--- src/rtl/cache_stats_unit.sv ---
// rtl/cache_stats_unit.sv - cache hierarchy hit/miss statistics with snapshot handshake
//
// Purpose:
//   Classifies each cache access (L1 / L2 / L3 hit or full miss) from the
//   hierarchy's hit flags. It keeps saturating live counters for each class
//   and for the total access count. Snapshots of the counters are published
//   through a valid/ack handshake. A snapshot is taken on snap_req, or
//   automatically every WINDOW accesses.
//
// Parameters:
//   CW          width of every counter and snapshot output
//   WINDOW      accesses per automatic snapshot, 0 disables automatic snapshots
//   AUTO_CLEAR  1 zeroes the live counters when a snapshot is captured
//
// Ports:
//   clk           system clock, rising edge
//   reset         asynchronous active-high reset
//   access_valid  hit flags this cycle belong to one access
//   hit256        L1 hit
//   hit512        L2 hit
//   hit1024       L3 hit
//   clear         synchronous clear of live statistics
//   snap_req      snapshot request (pulse or level)
//   snap_ack      consumer has read the snapshot
//   l1_hits       snapshot of L1 hits
//   l2_hits       snapshot of L2 hits
//   l3_hits       snapshot of L3 hits
//   misses        snapshot of full misses
//   accesses      snapshot of total accesses
//   snap_valid    snapshot outputs are valid and held
//   overflow      sticky, a live counter saturated
//   snap_lost     sticky, a trigger was dropped while a snapshot was pending

module cache_stats_unit #(
   parameter int CW         = 32,
   parameter int WINDOW     = 0,
   parameter bit AUTO_CLEAR = 1'b1
) (
   input  logic          clk,
   input  logic          reset,
   input  logic          access_valid,
   input  logic          hit256,
   input  logic          hit512,
   input  logic          hit1024,
   input  logic          clear,
   input  logic          snap_req,
   input  logic          snap_ack,
   output logic [CW-1:0] l1_hits,
   output logic [CW-1:0] l2_hits,
   output logic [CW-1:0] l3_hits,
   output logic [CW-1:0] misses,
   output logic [CW-1:0] accesses,
   output logic          snap_valid,
   output logic          overflow,
   output logic          snap_lost
);

   localparam logic [CW-1:0] CMAX  = {CW{1'b1}};
   localparam int            WW    = (WINDOW > 1) ? $clog2(WINDOW + 1) : 1;
   localparam logic [WW-1:0] WLAST = WW'(WINDOW - 1);

   typedef enum logic {S_COUNT, S_HOLD} state_t;

   state_t        state_q, state_d;
   logic [CW-1:0] live_l1_q, live_l1_d, live_l2_q, live_l2_d, live_l3_q, live_l3_d;
   logic [CW-1:0] live_mi_q, live_mi_d, live_ac_q, live_ac_d;
   logic [CW-1:0] snap_l1_q, snap_l1_d, snap_l2_q, snap_l2_d, snap_l3_q, snap_l3_d;
   logic [CW-1:0] snap_mi_q, snap_mi_d, snap_ac_q, snap_ac_d;
   logic [WW-1:0] win_q, win_d;
   logic          overflow_q, overflow_d;
   logic          snap_lost_q, snap_lost_d;

   logic          acc_en, inc_l1, inc_l2, inc_l3, inc_mi;
   logic          sat_hit, auto_trig, trig, capture;
   logic [CW-1:0] nxt_l1, nxt_l2, nxt_l3, nxt_mi, nxt_ac;

   function automatic logic [CW-1:0] sat_inc(input logic [CW-1:0] v, input logic en);
      return (en && (v != CMAX)) ? v + CW'(1) : v;
   endfunction

   always_comb begin
      // An access coinciding with clear is discarded outright.
      acc_en = access_valid & ~clear;
      inc_l1 = acc_en & hit256;
      inc_l2 = acc_en & ~hit256 & hit512;
      inc_l3 = acc_en & ~hit256 & ~hit512 & hit1024;
      inc_mi = acc_en & ~hit256 & ~hit512 & ~hit1024;

      nxt_l1 = sat_inc(live_l1_q, inc_l1);
      nxt_l2 = sat_inc(live_l2_q, inc_l2);
      nxt_l3 = sat_inc(live_l3_q, inc_l3);
      nxt_mi = sat_inc(live_mi_q, inc_mi);
      nxt_ac = sat_inc(live_ac_q, acc_en);

      sat_hit = (inc_l1 && live_l1_q == CMAX) || (inc_l2 && live_l2_q == CMAX) ||
                (inc_l3 && live_l3_q == CMAX) || (inc_mi && live_mi_q == CMAX) ||
                (acc_en && live_ac_q == CMAX);

      // Window counter wraps to 0 on the access that completes the window.
      auto_trig = 1'b0;
      win_d     = win_q;
      if (WINDOW > 0 && acc_en) begin
         if (win_q == WLAST) begin
            win_d     = '0;
            auto_trig = 1'b1;
         end else begin
            win_d = win_q + WW'(1);
         end
      end

      trig    = ~clear & (snap_req | auto_trig);
      capture = trig & ((state_q == S_COUNT) | snap_ack);

      state_d     = state_q;
      live_l1_d   = nxt_l1;
      live_l2_d   = nxt_l2;
      live_l3_d   = nxt_l3;
      live_mi_d   = nxt_mi;
      live_ac_d   = nxt_ac;
      snap_l1_d   = snap_l1_q;
      snap_l2_d   = snap_l2_q;
      snap_l3_d   = snap_l3_q;
      snap_mi_d   = snap_mi_q;
      snap_ac_d   = snap_ac_q;
      overflow_d  = overflow_q | sat_hit;
      snap_lost_d = snap_lost_q;

      if (capture) begin
         // Snapshot includes the access sampled at this same edge.
         snap_l1_d = nxt_l1;
         snap_l2_d = nxt_l2;
         snap_l3_d = nxt_l3;
         snap_mi_d = nxt_mi;
         snap_ac_d = nxt_ac;
         state_d   = S_HOLD;
         if (AUTO_CLEAR) begin
            live_l1_d = '0;
            live_l2_d = '0;
            live_l3_d = '0;
            live_mi_d = '0;
            live_ac_d = '0;
         end
      end else if (state_q == S_HOLD) begin
         if (trig) begin
            snap_lost_d = 1'b1;
         end else if (snap_ack) begin
            state_d = S_COUNT;
         end
      end

      // clear leaves the snapshot and handshake state alone.
      if (clear) begin
         live_l1_d   = '0;
         live_l2_d   = '0;
         live_l3_d   = '0;
         live_mi_d   = '0;
         live_ac_d   = '0;
         win_d       = '0;
         overflow_d  = 1'b0;
         snap_lost_d = 1'b0;
      end
   end

   always_ff @(posedge clk or posedge reset) begin
      if (reset) begin
         state_q     <= S_COUNT;
         live_l1_q   <= '0;
         live_l2_q   <= '0;
         live_l3_q   <= '0;
         live_mi_q   <= '0;
         live_ac_q   <= '0;
         snap_l1_q   <= '0;
         snap_l2_q   <= '0;
         snap_l3_q   <= '0;
         snap_mi_q   <= '0;
         snap_ac_q   <= '0;
         win_q       <= '0;
         overflow_q  <= 1'b0;
         snap_lost_q <= 1'b0;
      end else begin
         state_q     <= state_d;
         live_l1_q   <= live_l1_d;
         live_l2_q   <= live_l2_d;
         live_l3_q   <= live_l3_d;
         live_mi_q   <= live_mi_d;
         live_ac_q   <= live_ac_d;
         snap_l1_q   <= snap_l1_d;
         snap_l2_q   <= snap_l2_d;
         snap_l3_q   <= snap_l3_d;
         snap_mi_q   <= snap_mi_d;
         snap_ac_q   <= snap_ac_d;
         win_q       <= win_d;
         overflow_q  <= overflow_d;
         snap_lost_q <= snap_lost_d;
      end
   end

   assign l1_hits    = snap_l1_q;
   assign l2_hits    = snap_l2_q;
   assign l3_hits    = snap_l3_q;
   assign misses     = snap_mi_q;
   assign accesses   = snap_ac_q;
   assign snap_valid = (state_q == S_HOLD);
   assign overflow   = overflow_q;
   assign snap_lost  = snap_lost_q;

endmodule

--- config.mk ---
export PLATFORM = sky130hd
export DESIGN_NAME = cache_stats_unit
export DESIGN_NICKNAME = d
export VERILOG_FILES = /design/src/rtl/cache_stats_unit.sv
export SDC_FILE = /design/constraint.sdc
export NUM_CORES = 1
export LEC_CHECK = 0
export CAP_MARGIN = 20
export CORE_MARGIN = 4
export CORE_UTILIZATION = 61
export CTS_CLUSTER_DIAMETER = 100
export DETAILED_ROUTE_END_ITERATION = 8
export GPL_ROUTABILITY_DRIVEN = 0
export MAX_ROUTING_LAYER = met4
export PLACE_DENSITY = 0.86
export SETUP_SLACK_MARGIN = 0.02
export SLEW_MARGIN = 20
export SYNTH_ARGS = -nofsm -noshare
export SYNTH_HDL_FRONTEND = slang
export SYNTH_SLANG_ARGS = --single-unit
export TNS_END_PERCENT = 5
--- constraint.sdc ---
create_clock -name clk -period 21.6 [get_ports clk]
set_clock_uncertainty 0.15 [all_clocks]
set_input_delay 4.32 -clock clk [delete_from_list [all_inputs] [get_ports clk]]
set_output_delay 4.32 -clock clk [all_outputs]
set_load 0.05 [all_outputs]
==> summary by stage <==
Synth
In this run, synthesis inferred 0 flip-flops with an integrated enable. Averaged over all synthesized cells, the footprint is ~9.6 um^2. Synthesis produced ~1.5k cells. The net count after synthesis is around 1.6k. For this run, the register share of the synthesized area comes to 0.545. Among all flip-flop cells after synthesis, the most frequent one is sky130_fd_sc_hd__dfrtp_1. Counting flops and latches in the post-synthesis netlist gives 323. The fraction of synthesized cell area taken by the top area cell type is 0.545. In this run the cell area of the synthesized design comes to between 10000 and 15000 um^2. The count of distinct cell types in the synthesized netlist is 54. For this run, asynchronously set or reset flops after synthesis account for 1.00. For this run, the number of Yosys warnings is 0. By area the synthesized netlist is led by sky130_fd_sc_hd__dfrtp_1 55%, sky130_fd_sc_hd__nor2_1 4.7%, sky130_fd_sc_hd__o21ai_0 4.2%. The library cell with the largest summed area after synthesis is sky130_fd_sc_hd__dfrtp_1.

Clock network
The H-tree depth reported by CTS is 2. CTS saw around 320 sinks. The clock transition at the registers of the reported paths is 0.06 ns.

The post-CTS resize count is 0. No sink is reached through more buffers than the 3 on the longest clock path. Hold repair after CTS inserted 0 buffers. At the later pin of the worst-skew pair, clock insertion delay measures 0.51 ns. The clock root buffer is sky130_fd_sc_hd__clkbuf_16. TritonCTS created 34 clock buffers. TritonCTS built the clock tree. Post-CTS timing repair inserted 0 buffers for setup.

STA
For this run, the top clock speed supported by timing is approximately 0.14 GHz. The summed negative setup slack over all endpoints is 0 ns. Across all hold checks on the routed design, the worst slack comes to roughly 0.33 ns. Setup violations remaining at the end of the flow were counted as 0. Setup repair after global routing left no endpoint under its margin. The worst-margin pin slew is between 1 and 1.5 ns. The worst slew margin relative to its limit is 0.274. The max-slew violation count was 0. The final hold violation count is 0.

Once routing completed, OpenROAD measured the worst setup slack at approximately 14 ns. After layout, the minimum clock period comes to approximately 7.4 ns. Of the available clock period, the critical path in the final layout requires 0.343.

Placed design
Before CTS, the worst setup slack after placement is 13.29 ns. The count of buffers from port buffering is between 150 and 200. The detailed-placement wirelength estimate is around 25 mm.

Floorplanning
The effective utilization at floorplan is 0.626. The placeable core region is ~24000 um^2. The die span in x is ~160 um.

The floorplan step defined a die boundary enclosing roughly 27000 um^2. Measured along the y axis, the die boundary spans ~160 um. Pin placement for this block handled between 150 and 200 I/O pins. The total number of placement rows is 56.

Outcome
The flow ran to the end, and the final reports show no timing, DRC or antenna violations.

Route
The highest layer touched by signal routing is met4. The count of nets left with antenna violations once routing finished came out at 0. The number of design-rule violations left by the first detailed-router iteration is approximately 1.1k. The detailed-route DRC error count is 0.

The length of routed met3 wiring is between 2 and 3 mm. The total vias in the final route is 13.0k. After detailed routing, the average wire length per cell comes to between 15 and 20 um. In the final routing, the length of wire on met1 measures 15.5 mm. After detailed routing, the number of vias per cell comes to around 6.4. Summed over all layers, the routed wires come to roughly 38 mm. The number of optimization iterations in the first detailed-route pass is 5. In the detailed route, the total length drawn on met2 is approximately 19 mm.

Power
The total internal power is 1.04 mW. Of the total power, the share spent switching nets is 0.286. Across the VDD grid, the largest voltage drop is ~0.000065 V.

The share of total power dissipated in sequential elements is 0.450. The power per standard cell area is roughly 82 nW/um^2. The clock network fraction of total power is 0.393. The reported net switching power is between 400 and 500 uW.

In this run the static leakage power is approximately 7 nW. The total design power is between 1 and 1.5 mW. The share of total power dissipated in combinational logic is 0.157.

GRT
The largest net degree at the start of global routing is just under 200. The wire length of the first global-routing pass is roughly 64 mm. The via count of the first global-routing pass is roughly 13k.

Across every metal layer, demand over resource in global routing totals 0.296. The number of antenna violations at the first check in global routing was 2. The total overflow left after global routing is 0.

Cells and area
After the last flow step, the layout net total stands at 1694. The post-route core utilization is 0.755. Leaving out fill and tap cells, the most frequent cell in the layout is sky130_fd_sc_hd__dfrtp_1. Of the cells placed in the final design, the portion with a size suffix greater than 1 is 0.0499.

The top cell types in the final layout, fill and taps aside, are 323 x sky130_fd_sc_hd__dfrtp_1, 183 x sky130_fd_sc_hd__nor2_1, 171 x sky130_fd_sc_hd__clkdlybuf4s50_1. The area growth from synthesis to final layout is 20.6%.

Flow run
The tool flagged a number of max-cap violations equal to 0.

Critical path
At the worst endpoint, the required time is 21.78 ns. Along the worst path, the maximum fanout reaches 95. The category of the worst setup path capture point is a register. STA classifies the critical path startpoint as an input port. The class of the most critical setup path is input port to register. The data arrival time at the worst-slack endpoint is 7.58 ns.

Min path
The path class of the tightest hold or removal check is register to register.
## power groups by stage
stage / clock, mW / combinational [mW] / sequential, mW
CTS: 0.580 / 0.230 / 0.656
global route: 0.608 / 0.242 / 0.659
floorplan: 0 / 0.0514 / 0.761
detailed placement: 0 / 0.229 / 0.667
global placement: 0 / 0.226 / 0.666
finish: 0.573 / 0.229 / 0.657
## metrics by stage
step	instances	cell area (um^2)
finish	2025	17900
global route	2025	17900
CTS	2022	17800
detailed placement	1962	16700
global placement	1961	16700
floorplan	1549	14800
## logic make-up after synthesis
kind of cell / count (synthesis) / synth area share
adders and majority gates: 5 / 0.00422
muxes: 7 / 0.00473
and+or+nand+nor: 659 / 0.230
AOI/OAI and AO/OA: 397 / 0.157
buffers and inverters: 102 / 0.0264
DFF: 323 / 0.545
xor gates and xnor gates: 56 / 0.0331
## synth_stat cells, drive strengths merged (6+ instances only)
library cell / count
nor2: 184
xnor2: 36
clkbuf: 85
and4: 19
nor4: 24
nor3: 26
xor2: 20
or4: 46
mux2i: 7
or2: 6
or3: 65
o21ai: 125
a21oi: 99
a31oi: 99
nand2: 120
nand4: 57
and2: 11
inv: 14
nand3: 62
dfrtp: 323
a2111oi: 7
o31ai: 41
and3: 20
## worst paths after layout
path	cells after the start	slack, ns	endpoint	start
worst max-delay path	6	14.20	live_l1_q[9]	clear
worst min-delay path	2	0.33	l3_hits[24]	l3_hits[24]
worst max register to register	6	18.31	l2_hits[2]	live_l2_q[5]
worst min register to register	2	0.33	l3_hits[24]	l3_hits[24]
max in group asynchronous	4	15.48	accesses[2]	reset
min in group asynchronous	2	4.22	l2_hits[13]	reset
## registers in the layout, indices dropped and copies added (netlist names)
register    flops
accesses       32
l1_hits        32
l2_hits        32
l3_hits        32
live_ac_q      32
live_l1_q      32
live_l2_q      32
live_l3_q      32
live_mi_q      32
misses         32
overflow        1
snap_lost       1
snap_valid      1
## layout make-up
| type | instances | area, um^2 |
|---|---|---|
| sequential | 323 | 8080 |
| antenna | 2 | 5.00 |
| fill | 1668 | 5800 |
| inverter | 14 | 60.1 |
| tap | 319 | 399 |
| clock inverter | 9 | 70.1 |
| timing repair buffer | 183 | 1830 |
| clock buffer | 51 | 1030 |
| multi-input combinational | 1124 | 6410 |
## per-layer routing
layer	GRT usage	vias up
li1	-	6004
met1	0.384	6371
met2	0.482	502
met3	0.0502	100
met4	0.0984	0
met5	-	-
## critical path, stage by stage
cell	delay [ns]
sky130_fd_sc_hd__clkdlybuf4s50_1	0.65
sky130_fd_sc_hd__nand2b_1	0.33
sky130_fd_sc_hd__nand2b_4	0.41
sky130_fd_sc_hd__nand2b_4	0.71
sky130_fd_sc_hd__buf_4	0.90
sky130_fd_sc_hd__a21oi_1	0.13
Note: power is estimated with default switching activity, not from simulation.
